File: config.mk
export PLATFORM = sky130hd
export DESIGN_NAME = irda_sip_sched
export DESIGN_NICKNAME = d
export VERILOG_FILES = /design/src/rtl/irda_sip_sched.sv
export SDC_FILE = /design/constraint.sdc
export NUM_CORES = 1
export LEC_CHECK = 0
export ABC_AREA = 1
export BUFFER_PORTS_ARGS = -buffer_cell sky130_fd_sc_hd__buf_2
export CORE_MARGIN = 1.5
export CORE_UTILIZATION = 44
export DETAILED_ROUTE_END_ITERATION = 16
export PLACE_DENSITY_LB_ADDON = 0.05
export SETUP_SLACK_MARGIN = 0.5
export SYNTH_ARGS = -nofsm -noshare
export SYNTH_HDL_FRONTEND = slang
export SYNTH_SLANG_ARGS = --single-unit
File: constraint.sdc
create_clock -name clk -period 2.03 [get_ports clk]
set_input_delay 0 -clock clk [delete_from_list [all_inputs] [get_ports clk]]
set_output_delay 0 -clock clk [all_outputs]
set_load 0.01 [all_outputs]
File: src/rtl/irda_sip_sched.sv
// SIP scheduler for the FIR/MIR path: decides when a Serial Infrared
// Interaction Pulse is due, handshakes with the SIP generator and holds off
// the frame transmitter so a SIP and a frame never overlap.
module irda_sip_sched #(
  parameter int unsigned CNT_W   = 24,
  parameter int unsigned TIMEOUT = 511,
  parameter int unsigned TO_W    = 10
) (
  input  logic             clk,
  input  logic             wb_rst_i,
  input  logic             fast_enable,
  input  logic [CNT_W-1:0] sip_period,
  input  logic             sip_force,
  input  logic             sip_after_frame,
  input  logic             tx_frame_end,
  input  logic             tx_busy,
  input  logic             sip_end_i,
  output logic             sip_o,
  output logic             tx_hold,
  output logic             sip_active,
  output logic             sip_done,
  output logic             sip_timeout
);

  typedef enum logic [1:0] {
    IDLE     = 2'd0,
    REQ      = 2'd1,
    END_WAIT = 2'd2
  } state_t;

  localparam logic [TO_W-1:0] GUARD_MAX = TO_W'(TIMEOUT);

  state_t            state;
  logic              pending;
  logic              fe_q;
  logic [CNT_W-1:0]  cnt;
  logic [TO_W-1:0]   guard;

  logic fe_rise;
  logic period_on;
  logic interval_hit;
  logic event_hit;

  // Event decode: the counter hits zero on the cycle it steps 1 -> 0 or while it rests at 0
  always_comb begin
    fe_rise      = fast_enable & ~fe_q;
    period_on    = (sip_period != '0);
    interval_hit = fast_enable & period_on & ~fe_rise & (cnt <= CNT_W'(1));
    event_hit    = sip_force | (tx_frame_end & sip_after_frame) | interval_hit;
  end

  // Transmitter hold and activity are pure decodes of registered state
  assign tx_hold    = pending | (state != IDLE);
  assign sip_active = (state != IDLE);

  // Scheduler FSM, interval counter and guard timer
  always_ff @(posedge clk) begin
    if (wb_rst_i) begin
      state       <= IDLE;
      pending     <= 1'b0;
      fe_q        <= 1'b0;
      cnt         <= '0;
      guard       <= '0;
      sip_o       <= 1'b0;
      sip_done    <= 1'b0;
      sip_timeout <= 1'b0;
    end else begin
      fe_q        <= fast_enable;
      sip_done    <= 1'b0;
      sip_timeout <= 1'b0;
      case (state)
        IDLE: begin
          if (fe_rise) begin
            cnt <= sip_period;
          end else if (fast_enable && period_on && (cnt != '0)) begin
            cnt <= cnt - CNT_W'(1);
          end
          if (!fast_enable) begin
            pending <= 1'b0;
          end else if (pending && !tx_busy) begin
            state   <= REQ;
            sip_o   <= 1'b1;
            pending <= 1'b0;
            guard   <= '0;
          end else if (event_hit) begin
            pending <= 1'b1;
          end
        end
        REQ: begin
          if (sip_end_i) begin
            state <= END_WAIT;
            sip_o <= 1'b0;
            guard <= '0;
          end else if (guard == GUARD_MAX) begin
            state       <= IDLE;
            sip_o       <= 1'b0;
            sip_timeout <= 1'b1;
            cnt         <= sip_period;
          end else begin
            guard <= guard + TO_W'(1);
          end
        end
        END_WAIT: begin
          if (!sip_end_i) begin
            state    <= IDLE;
            sip_done <= 1'b1;
            cnt      <= sip_period;
          end else if (guard == GUARD_MAX) begin
            state       <= IDLE;
            sip_timeout <= 1'b1;
            cnt         <= sip_period;
          end else begin
            guard <= guard + TO_W'(1);
          end
        end
        default: begin
          state <= IDLE;
          sip_o <= 1'b0;
        end
      endcase
    end
  end

endmodule

==> metrics.txt <==
# TYPE chip_impl_metric gauge
chip_impl_metric{name="die-height",unit="µm"} 93.25
chip_impl_metric{name="via_count",unit=""} 4598
chip_impl_info{name="clock_tree.root_cell",value="clkbuf_8"} 1
chip_impl_info{name="critPathKind",value="flop to flop"} 1
chip_impl_metric{name="finalHoldWorstSlack",unit="ns"} 0.0003684
chip_impl_info{name="startpoint_type",value="flop"} 1
chip_impl_metric{name="power.combinational.fraction",unit="%"} 61.0
chip_impl_metric{name="vias_per_cell",unit=""} 5.487
chip_impl_metric{name="critical_path_data_arrival_time",unit="ns"} 1.92
chip_impl_metric{name="wire_length_of_the_first_global_routing_pass",unit="mm"} 21.06
chip_impl_metric{name="power_switching",unit="W"} 0.002225
chip_impl_metric{name="finalHoldViolations",unit=""} 0
chip_impl_metric{name="final_min_period_over_clock_period",unit="%"} 84.38
chip_impl_metric{name="ant_nets",unit=""} 0
chip_impl_metric{name="via_count_of_the_first_global_routing_pass",unit=""} 4376
chip_impl_metric{name="num_antenna_cells",unit=""} 0
chip_impl_metric{name="cp_max_fo",unit=""} 4
chip_impl_metric{name="dieArea",unit="mm²"} 0.008695
chip_impl_metric{name="synth.yosys.warnings",unit=""} 0
chip_impl_metric{name="share_clk_of_total_power",unit="%"} 12.8
chip_impl_metric{name="number_of_buffer_cells_added_on_primary_ports",unit=""} 36
chip_impl_metric{name="synth-seq-area-share",unit="%"} 22.91
chip_impl_metric{name="clkTransAtPathRegs",unit="ns"} 0.09
chip_impl_metric{name="worst_slew_margin_rel",unit="%"} 63.38
chip_impl_metric{name="worst_clock_skew",unit="ns"} 0.008811
chip_impl_metric{name="grt_start_max_net_pins",unit=""} 33
chip_impl_metric{name="route.final.wire_length",unit="mm"} 13.54
chip_impl_info{name="worstSetupStartpoint",value="state[0]"} 1
chip_impl_metric{name="postLayoutCellArea",unit="mm²"} 0.005039
chip_impl_metric{name="vdd_drop_max",unit="mV"} 0.4253
chip_impl_info{name="tritoncts",value="built"} 1
chip_impl_metric{name="detailedRoute.firstPassIterationCount",unit=""} 5
chip_impl_metric{name="fillers",unit=""} 714
chip_impl_metric{name="overflow",unit=""} 0
chip_impl_metric{name="period_needed",unit="ns"} 1.713
chip_impl_metric{name="reported_max_cap_violation_count",unit=""} 0
chip_impl_metric{name="dp_hpwl",unit="mm"} 8.496
chip_impl_metric{name="final_net_count",unit=""} 775
chip_impl_metric{name="place_congestion",unit=""} 0.9158
chip_impl_metric{name="layout-area-overhead-vs-synth",unit="%"} 40.61
chip_impl_metric{name="power.share.switching",unit="%"} 48.54
chip_impl_metric{name="antenna_found_initial",unit=""} 0
chip_impl_info{name="hp-start",value="wb_rst_i"} 1
chip_impl_metric{name="setup-violations-final",unit=""} 0
chip_impl_metric{name="tritoncts_num_sinks",unit=""} 41
chip_impl_metric{name="netlist-cell-type-count",unit=""} 34
chip_impl_metric{name="core-area",unit="mm²"} 0.007807
chip_impl_metric{name="numCtsBuffers",unit=""} 5
chip_impl_metric{name="maxSlewViolCount",unit=""} 0
chip_impl_metric{name="gr-usage-all-layers",unit="%"} 30.78
chip_impl_info{name="hold_crit_path_type",value="primary input to flop"} 1
chip_impl_metric{name="power.static_leakage",unit="nW"} 2.272
chip_impl_metric{name="synth.ff_latch_count",unit=""} 41
chip_impl_metric{name="transition_time_at_the_pin_with_the_least_slew_margin",unit="ns"} 0.5447
chip_impl_metric{name="detail_route.iter0.violations",unit=""} 405
chip_impl_metric{name="row_count",unit=""} 32
chip_impl_metric{name="cts_buffer_depth",unit=""} 2
chip_impl_metric{name="cts_hold_buffers",unit=""} 0
chip_impl_metric{name="drive_above_1_share",unit="%"} 31.93
chip_impl_metric{name="post_synth.cell_area_avg",unit="µm²"} 5.530
chip_impl_info{name="endpoint_kind",value="flop"} 1
chip_impl_info{name="rr_startpoint",value="state[0]"} 1
chip_impl_metric{name="cell_internal_power",unit="W"} 0.002359
chip_impl_metric{name="pin_count",unit=""} 37
chip_impl_metric{name="post_synth_inst_count",unit=""} 648
chip_impl_metric{name="wl_per_cell",unit="µm"} 16.15
chip_impl_metric{name="cts.htree.levels",unit=""} 2
chip_impl_metric{name="netlist_area",unit="mm²"} 0.003583
chip_impl_info{name="mostFrequentLayoutCell",value="nand2_1"} 1
chip_impl_metric{name="detail_route.drc_violations",unit=""} 0
chip_impl_info{name="rsz0062_at_grt",value="true"} 1
chip_impl_metric{name="power.density_cell_area",unit="mW/mm²"} 909.7
chip_impl_metric{name="totalNegativeSetupSlack",unit="ns"} 0
chip_impl_metric{name="initial_utilization",unit="%"} 45.90
chip_impl_metric{name="die-width",unit="µm"} 93.25
chip_impl_metric{name="cp_data_required_time",unit="ns"} 2.24
chip_impl_metric{name="p_seq_share",unit="%"} 26.2
chip_impl_info{name="run_status",value="completed"} 1
chip_impl_metric{name="clk_latency",unit="ns"} 0.31
chip_impl_metric{name="postPlaceCellArea",unit="mm²"} 0.003988
chip_impl_info{name="final_cell_mix",value="191 x nand2_1, 76 x nor2_1, 61 x nand3_1"} 1
chip_impl_metric{name="peak_freq",unit="MHz"} 583.8
chip_impl_metric{name="synthesized_nets",unit=""} 688
==> registers in the layout (all words and copies together) (netlist names) <==
| name | cells |
|---|---|
| cnt | 24 |
| guard | 10 |
| state | 2 |
| fe_q | 1 |
| pending | 1 |
| sip_done | 1 |
| sip_o | 1 |
| sip_timeout | 1 |
==> final timing paths <==
kind	to	slack, ns	cells after the start
worst max-delay path	guard[3]	0.32	11
worst min-delay path	state[0]	0.0004	2
worst max register to register	guard[3]	0.32	11
worst min register to register	sip_o	0.49	2
==> logic make-up (layout without fill, tap and decap cells) <==
family | after synthesis | count (layout) | synth area share (%)
and+or+nand+nor | 409 | 409 | 48.50
buffers and inverters | 98 | 186 | 11.10
AOI/OAI and AO/OA | 89 | 89 | 13.97
DFF | 41 | 41 | 22.91
adders and majority gates | 8 | 8 | 2.793
xor gates and xnor gates | 3 | 3 | 0.7334
==> per-layer routing <==
layer / GRT usage [%] / share of wire (%) / up-vias
met5: 0 / 0 / -
met2: 53.26 / 49 / 171
met3: 4.146 / 5.4 / 38
met4: 12.37 / 3.4 / 0
li1: - / - / 2245
met1: 38.15 / 43 / 2144
==> Yosys cell counts (all sizes together) <==
cell type / number / area (µm²)
nand3: 65 / 345.3
nand2: 205 / 774.5
and3: 1 / 6.260
dfxtp: 41 / 820.8
nor4: 2 / 12.51
xor2: 3 / 26.28
nand3b: 1 / 7.510
o21bai: 5 / 37.54
o21ai: 32 / 171.4
inv: 75 / 281.5
buf: 9 / 63.81
o211ai: 6 / 45.04
a22oi: 1 / 7.510
clkinv: 1 / 3.750
clkbuf: 13 / 48.80
nand4: 10 / 62.56
ha: 8 / 100.1
a31oi: 6 / 43.79
a21oi: 39 / 195.2
or2: 2 / 12.52
nor3: 4 / 20.02
nor2: 119 / 496.7
==> per-stage QoR <==
step | util, % | setup WS (ns) | instances | total power [W]
2_1_floorplan | - | 0.4159 | 648 | 0.002606
3_3_place_gp | 51.07 | 0.2070 | 777 | 0.003078
3_5_place_dp | 51.07 | 0.1925 | 777 | 0.003106
4_1_cts | 59.89 | 0.3079 | 820 | 0.004229
5_1_grt | 64.54 | 0.2494 | 838 | 0.004907
6_report | 64.54 | 0.3171 | 838 | 0.004584
==> critical path, cell delays in order (launching register included) <==
cell and delay (ns):
dfxtp_4 0.39, inv_4 0.05, ha_4 0.16, inv_4 0.06, nor2_4 0.03, or2_4 0.23
nor2_4 0.15, nand2_4 0.09, buf_4 0.14, buf_4 0.13, nor4_4 0.12, nor3_1 0.06
==> power by group through the flow <==
stage          clock (W)  combinational (W)  sequential, W
6_report        0.000586            0.00280        0.00120
5_1_grt         0.000630            0.00306        0.00122
4_1_cts         0.000592            0.00247        0.00117
3_5_place_dp           0            0.00195        0.00115
3_3_place_gp           0            0.00193        0.00115
2_1_floorplan          0            0.00150        0.00110
==> final cells by class <==
cell class	count	area [µm²]	share of cell area (%)
multi-input combinational	509	2795	55.48
inverter	76	320.3	6.357
clock buffer	5	68.82	1.366
clock inverter	3	17.52	0.3477
tap	102	127.6	2.533
sequential	41	849.6	16.86
timing repair buffer	101	848.3	16.84
timing repair inverter	1	11.26	0.2235
==> timing repair <==
action / 4_1_cts / 5_1_grt
cloned: 4 / 2
endpoints found under the setup margin: 38 / 37
setup buffers: 31 / 16
pin swaps: 26 / 18
endpoints found under the hold margin: 0 / 0
gates resized for setup: 79 / 57
Power figures use the tool's default switching activity.
